==> config.mk <==
export PLATFORM = sky130hd
export DESIGN_NAME = button_event_flat
export DESIGN_NICKNAME = d
export VERILOG_FILES = /design/src/rtl/button_event_pkg.sv /design/src/rtl/button_event_if.sv /design/src/rtl/button_event_event_timer.sv /design/src/rtl/button_event.sv /design/src/flat_wrapper.sv
export SDC_FILE = /design/constraint.sdc
export NUM_CORES = 1
export LEC_CHECK = 0
export CAP_MARGIN = 40
export CORE_AREA = 2 2 73 58
export CTS_CLUSTER_DIAMETER = 50
export CTS_CLUSTER_SIZE = 10
export DETAILED_ROUTE_END_ITERATION = 8
export DIE_AREA = 0 0 75 60
export DONT_BUFFER_PORTS = 1
export GPL_ROUTABILITY_DRIVEN = 1
export PLACE_DENSITY_LB_ADDON = 0.1
export SLEW_MARGIN = 20
export SYNTH_ARGS = -nofsm -noshare
export SYNTH_HDL_FRONTEND = slang
export SYNTH_SLANG_ARGS = --single-unit
==> constraint.sdc <==
create_clock -name clk -period 2.25 [get_ports clk]
set_clock_uncertainty 0.2 [all_clocks]
set_input_delay 0.225 -clock clk [delete_from_list [all_inputs] [get_ports clk]]
set_output_delay 0.225 -clock clk [all_outputs]
set_load 0.01 [all_outputs]
==> src/rtl/button_event_pkg.sv <==
// Shared button definitions: FSM state encoding, default timing constants
// used by every button consumer, and the counter-width helper.
package button_event_pkg;

    typedef enum logic [1:0] {
        IDLE    = 2'd0,
        PRESSED = 2'd1,
        REPEAT  = 2'd2
    } state_t;

    localparam int unsigned DEF_LONG_CYCLES   = 50_000_000;
    localparam int unsigned DEF_REPEAT_CYCLES = 10_000_000;

    // Counter width large enough to reach the larger of the two thresholds.
    function automatic int unsigned cnt_width(input int unsigned long_cycles,
                                              input int unsigned repeat_cycles);
        int unsigned m;
        int unsigned w;
        m = (long_cycles > repeat_cycles) ? long_cycles : repeat_cycles;
        w = $clog2(m);
        return (w < 1) ? 1 : w;
    endfunction

endpackage

==> src/rtl/button_event_if.sv <==
// Button event bundle: debounced level in, one-cycle events and held level out.
// Handshake: none; pressed is a level sampled every rising edge, and each
// *_pulse is a single-cycle strobe with no ready/back-pressure.
// state is a debug view of the event FSM.
interface button_event_if;
    import button_event_pkg::*;

    logic   pressed;
    logic   press_pulse;
    logic   release_pulse;
    logic   long_pulse;
    logic   repeat_pulse;
    logic   held;
    state_t state;

    // Source of the button level, consumer of the events.
    modport master (
        output pressed,
        input  press_pulse, release_pulse, long_pulse, repeat_pulse, held, state
    );

    // The event generator itself.
    modport slave (
        input  pressed,
        output press_pulse, release_pulse, long_pulse, repeat_pulse, held, state
    );

endinterface

==> src/rtl/button_event_event_timer.sv <==
// Hold-time counter: synchronous clear, increment enable, and a compare
// against a caller-supplied terminal value. Saturates instead of wrapping.
module event_timer #(
    parameter int unsigned W = 4
) (
    input  logic         clk,
    input  logic         reset,
    input  logic         clear,
    input  logic         inc,
    input  logic [W-1:0] limit,
    output logic         hit
);

    logic [W-1:0] cnt;

    // Count register: cleared by reset or clear, otherwise counts when enabled.
    always_ff @(posedge clk) begin
        if (!reset || clear) begin
            cnt <= '0;
        end else if (inc && (cnt != {W{1'b1}})) begin
            cnt <= cnt + W'(1);
        end
    end

    assign hit = (cnt == limit);

endmodule

==> src/rtl/button_event.sv <==
// Turns a debounced button level into press, release, long-press and
// auto-repeat one-cycle events. All event outputs are registered.
module button_event
    import button_event_pkg::*;
#(
    parameter int unsigned LONG_CYCLES   = DEF_LONG_CYCLES,
    parameter int unsigned REPEAT_CYCLES = DEF_REPEAT_CYCLES
) (
    input  logic         clk,
    input  logic         reset,
    button_event_if.slave bus
);

    localparam int unsigned         CNT_W    = cnt_width(LONG_CYCLES, REPEAT_CYCLES);
    localparam logic [CNT_W-1:0]    LONG_LIM = CNT_W'(LONG_CYCLES - 1);
    localparam logic [CNT_W-1:0]    REP_LIM  = CNT_W'(REPEAT_CYCLES - 1);

    state_t           state_q;
    state_t           state_n;
    logic             cnt_clear;
    logic             cnt_inc;
    logic             cnt_hit;
    logic [CNT_W-1:0] cnt_limit;

    logic press_n, release_n, long_n, repeat_n;
    logic press_q, release_q, long_q, repeat_q;

    // The single timer serves both phases; its terminal value follows the state.
    assign cnt_limit = (state_q == REPEAT) ? REP_LIM : LONG_LIM;

    event_timer #(.W(CNT_W)) u_timer (
        .clk   (clk),
        .reset (reset),
        .clear (cnt_clear),
        .inc   (cnt_inc),
        .limit (cnt_limit),
        .hit   (cnt_hit)
    );

    // Next-state and next-pulse decode; release is checked before any threshold.
    always_comb begin
        state_n   = state_q;
        cnt_clear = 1'b0;
        cnt_inc   = 1'b0;
        press_n   = 1'b0;
        release_n = 1'b0;
        long_n    = 1'b0;
        repeat_n  = 1'b0;
        case (state_q)
            IDLE: begin
                cnt_clear = 1'b1;
                if (bus.pressed) begin
                    state_n = PRESSED;
                    press_n = 1'b1;
                end
            end
            PRESSED: begin
                if (!bus.pressed) begin
                    state_n   = IDLE;
                    cnt_clear = 1'b1;
                    release_n = 1'b1;
                end else if (cnt_hit) begin
                    state_n   = REPEAT;
                    cnt_clear = 1'b1;
                    long_n    = 1'b1;
                end else begin
                    cnt_inc = 1'b1;
                end
            end
            REPEAT: begin
                if (!bus.pressed) begin
                    state_n   = IDLE;
                    cnt_clear = 1'b1;
                    release_n = 1'b1;
                end else if (cnt_hit) begin
                    cnt_clear = 1'b1;
                    repeat_n  = 1'b1;
                end else begin
                    cnt_inc = 1'b1;
                end
            end
            default: begin
                state_n   = IDLE;
                cnt_clear = 1'b1;
            end
        endcase
    end

    // State and event registers; reset drops an in-flight press silently.
    always_ff @(posedge clk) begin
        if (!reset) begin
            state_q   <= IDLE;
            press_q   <= 1'b0;
            release_q <= 1'b0;
            long_q    <= 1'b0;
            repeat_q  <= 1'b0;
        end else begin
            state_q   <= state_n;
            press_q   <= press_n;
            release_q <= release_n;
            long_q    <= long_n;
            repeat_q  <= repeat_n;
        end
    end

    assign bus.press_pulse   = press_q;
    assign bus.release_pulse = release_q;
    assign bus.long_pulse    = long_q;
    assign bus.repeat_pulse  = repeat_q;
    assign bus.held          = (state_q != IDLE);
    assign bus.state         = state_q;

endmodule

==> src/flat_wrapper.sv <==
// flat-port wrapper written by rule: the top's interface ports become plain ports
module button_event_flat import button_event_pkg::*;
#(
    parameter int unsigned LONG_CYCLES   = DEF_LONG_CYCLES,
    parameter int unsigned REPEAT_CYCLES = DEF_REPEAT_CYCLES
)
  (clk, reset, bus_pressed, bus_press_pulse, bus_release_pulse, bus_long_pulse, bus_repeat_pulse, bus_held, bus_state);
  button_event_if bus_i ();
  input  logic clk;
  input  logic reset;
  input wire logic [$bits(bus_i.pressed)-1:0] bus_pressed;
  output wire logic [$bits(bus_i.press_pulse)-1:0] bus_press_pulse;
  output wire logic [$bits(bus_i.release_pulse)-1:0] bus_release_pulse;
  output wire logic [$bits(bus_i.long_pulse)-1:0] bus_long_pulse;
  output wire logic [$bits(bus_i.repeat_pulse)-1:0] bus_repeat_pulse;
  output wire logic [$bits(bus_i.held)-1:0] bus_held;
  output wire logic [$bits(bus_i.state)-1:0] bus_state;
  assign bus_i.pressed = bus_pressed;
  assign bus_press_pulse = bus_i.press_pulse;
  assign bus_release_pulse = bus_i.release_pulse;
  assign bus_long_pulse = bus_i.long_pulse;
  assign bus_repeat_pulse = bus_i.repeat_pulse;
  assign bus_held = bus_i.held;
  assign bus_state = bus_i.state;
  button_event #(.LONG_CYCLES(LONG_CYCLES), .REPEAT_CYCLES(REPEAT_CYCLES)) u_core (.clk(clk), .reset(reset), .bus(bus_i));
endmodule
==> results by group <==
Setup path
  – Req. time, crit path: 2.28 ns
  – Crit path buf inv count: 0
  – Crit Path Max Fanout: 3
  – Worst R2R Setup Slack: -0.002 ns
  – Cell chain of the critical path: nand4_1 > or4_4 > or4_4 > or4_4 > a21oi_2
  – CP max stage delay: 0.51 ns
  – Crit Reg-Reg Startpoint: u_core.u_timer.cnt[13]
  – Reg2Reg Depth: 5
  – Reg-to-reg endpoint: u_core.u_timer.cnt[25]
  – Cell family with most CP delay: simple AND/OR/NAND/NOR gates
  – CP startpoint kind: flip-flop
  – Critical-path cell with the highest stage delay: or4_4
  – Worst path arrival time: 2.28 ns
  – CP Capture Type: flip-flop
  – Setup CP Type: reg2reg
  – Most used cell along the critical path: or4_4

Synth
  – Async set-reset flop share out of synthesis: 0
  – Top-area cell type share of the netlist area: 0.389
  – Ys flop type: dfxtp_1
  – Post-synth EDFFs: 0
  – Post-synthesis sequential area ratio: 0.389
  – Syn Nets: 204
  – Synth Register Bits: 32
  – Synth area leaders: dfxtp_1 39%, a21oi_1 7.0%, or3_1 5.7%
  – Most area-hungry cell type in the Yosys netlist: dfxtp_1
  – Synth cell types: 40
  – YS warnings: 0
  – Netlist area before placement: 1650 um^2
  – Cells after synthesis: 197
  – Post-synthesis average cell area: 8.35 um^2

Floorplanning
  – Die Span Y: 60 um
  – Die area: 4500 um^2
  – Die Width: 75 um
  – Initial Util: 0.430
  – Num rows: 20
  – I/O Pins: 10
  – Total core area: 3830 um^2

Pwr
  – Internal power: 0.839 mW
  – Pwr dens: 463 nW/um^2
  – Switch Pwr: 0.254 mW
  – Sw Ratio: 0.232
  – VDD IR max: 0.367 mV
  – Comb pwr share: 0.050
  – Overall power: 1.09 mW
  – Leakage power: 0.768 nW
  – Clk network pwr share: 0.424
  – Flop pwr share: 0.527

Finish
  – Fraction of layout cells with a size suffix above 1: 0.355
  – Filler cell count: 328
  – Final #Nets: 251
  – Synth-to-Final Area Change: 43.3%
  – Final Non-Filler Cells: 300
  – Ant. Diodes: 0

Placed design
  – Place WS: -0.0423 ns
  – RePlAce Congestion: 0.830
  – Detailed Place HPWL: 3210 um
  – Placed cells: 280
  – Port bufs: 0

Timing
  – # setup viols final: 1
  – Final Hold Fails: 0
  – Final cycle utilization of the critical path: 1.00
  – Minimum clock period: 2.25 ns
  – Max-slew violation count: 0
  – Worst slew pin tran: 0.460 ns
  – Slew Limit Headroom: 0.691
  – RSZ-0062 raised after global routing: true
  – Fmax: 444 MHz
  – Setup Total Neg Slack: -0.00216 ns
  – Final worst slack: -0.00216 ns
  – Min Hold Slack: 0.123 ns

Global routing
  – Largest net degree at the start of global routing: 27
  – First-pass GRT wire length: 7560 um
  – Total GRT Usage: 0.226
  – Vias in the first global route: 1,610
  – Initial antenna violation count: 1
  – Grt ovf: 0

Clock network
  – Clock latency on the worst-skew pair: 0.29 ns
  – H-tree Lvls: 2
  – CTS root buf: clkbuf_8
  – TritonCTS Buffers: 5
  – Clock slew at reported path FFs: 0.07 ns
  – CTS tree: built
  – CTS max path bufs: 2
  – CTS Sinks: 32

Status
  – Outcome: finished, violations left
  – Failing checks: negative setup slack

Route
  – DRT Wirelength: 4910 um
  – Drt initial violations: 83
  – Vias per cell: 5.88
  – Drt first pass iters: 4
  – Residual DRC: 0
  – Vias: 1,765
  – Avg WL per Cell: 16.4 um
  – Detail Route Antenna Nets: 0

Run
  – MaxCap Viol Count: 0

Hold path
  – Hold Path End: u_core.u_timer.cnt[25]
  – Hold Crit Class: in2reg
  – Hold path start: bus_pressed
  – Hold path depth: 3
==> kinds of logic after synthesis <==
| logic type | count (synthesis) | synth area share |
|---|---|---|
| XOR/XNOR | 2 | 0.0106 |
| adder cells (fa/ha/maj) | 4 | 0.0304 |
| multiplexers | 3 | 0.0190 |
| AND/OR/NAND/NOR | 82 | 0.301 |
| buffers and inverters | 19 | 0.0441 |
| AO/OA/AOI/OAI | 55 | 0.205 |
| flip-flops | 32 | 0.389 |
==> layer usage <==
metal	track usage	routed length, um	vias up
met5	0	0	-
met4	0.0842	78	0
met3	0.0590	272	10
met2	0.327	2210	42
met1	0.322	2350	855
li1	-	-	858
==> power by group through the flow <==
stage | Combinational [mW] | Clock [mW] | Sequential (mW)
2_1_floorplan | 0.0289 | 0 | 0.590
3_3_place_gp | 0.0444 | 0 | 0.588
3_5_place_dp | 0.0458 | 0 | 0.588
4_1_cts | 0.0525 | 0.471 | 0.575
5_1_grt | 0.0622 | 0.494 | 0.575
6_report | 0.0542 | 0.463 | 0.575
==> worst max path at each step <==
| stage | from | to | slack [ns] | cells after the start |
|---|---|---|---|---|
| 2_1_floorplan | u_core.u_timer.cnt[17] | u_core.u_timer.cnt[25] | -0.06 | 5 |
| 3_3_place_gp | u_core.u_timer.cnt[12] | u_core.u_timer.cnt[25] | 0.01 | 5 |
| 3_5_place_dp | u_core.u_timer.cnt[0] | u_core.u_timer.cnt[9] | -0.04 | 7 |
| 4_1_cts | u_core.u_timer.cnt[13] | u_core.u_timer.cnt[25] | -0.02 | 5 |
| 5_1_grt | u_core.u_timer.cnt[13] | u_core.u_timer.cnt[22] | -0.10 | 5 |
| 6_report | u_core.u_timer.cnt[13] | u_core.u_timer.cnt[25] | -0.002 | 5 |
==> tightest hold or removal path: stages <==
cell and delay [ns]:
nand4_1 0.11, buf_12 0.19, a21oi_2 0.04
==> Yosys cell counts (2+ instances only) <==
| cell | n |
|---|---|
| o31ai_1 | 8 |
| nand3_1 | 10 |
| clkbuf_1 | 6 |
| nand4_1 | 10 |
| or4_4 | 2 |
| dfxtp_1 | 32 |
| or3_1 | 15 |
| nor4bb_1 | 2 |
| nor3_1 | 3 |
| and3_1 | 2 |
| o21ai_0 | 12 |
| nor4_1 | 2 |
| and4_1 | 2 |
| ha_1 | 4 |
| nor2_1 | 7 |
| a21oi_1 | 23 |
| nand2b_1 | 2 |
| nand2_1 | 10 |
| or4_1 | 12 |
| inv_1 | 12 |
| mux2i_1 | 2 |
==> metrics by stage <==
step / util / area [um^2]
2_1_floorplan: - / 1650
3_3_place_gp: 0.517 / 1980
3_5_place_dp: 0.517 / 1980
4_1_cts: 0.557 / 2130
5_1_grt: 0.616 / 2360
6_report: 0.616 / 2360
==> layout by cell type, fill, tap and decap left out, types with 3 or more instances in the layout <==
cell type and instances:
dlygate4sd3_1 3, o21ai_0 3, o21ai_2 6, inv_1 12
dfxtp_1 22, o31ai_1 7, clkbuf_8 6, o21ai_1 4
buf_12 3, nand3_1 10, nand2_1 10, dfxtp_2 10
or4_4 4, a21oi_1 20, nor3_1 3, or4_1 10
a21oi_2 3, nand4_1 10, nor2_1 7, ha_1 3
or3_1 13, buf_4 36
==> state kept, by name, summed over array words and instances (netlist names) <==
name                      count
u_core.bus.long_pulse         1
u_core.bus.press_pulse        1
u_core.bus.release_pulse      1
u_core.bus.repeat_pulse       1
u_core.bus.state              2
u_core.u_timer.cnt           26
==> layout make-up <==
| class | count | area (um^2) | area share |
|---|---|---|---|
| multi-input cells | 146 | 1050 | 0.445 |
| flip-flops and latches | 32 | 653 | 0.277 |
| repair buffers | 47 | 448 | 0.190 |
| clock buffers | 6 | 82.6 | 0.0350 |
| well taps | 55 | 68.8 | 0.0292 |
| inverters | 12 | 45.0 | 0.0191 |
| clock inverters | 2 | 10.0 | 0.00425 |
==> what timing repair did <==
action                                  in CTS  in global routing
pin swaps                                    2                 17
endpoints found under the setup margin      19                 28
buffers inserted                             2                  3
gates resized for setup                      4                 39
endpoints found under the hold margin        6                  0
hold buffers                                 3                  0
gates cloned                                 0                  4
Note: power is estimated with default switching activity, not from simulation.
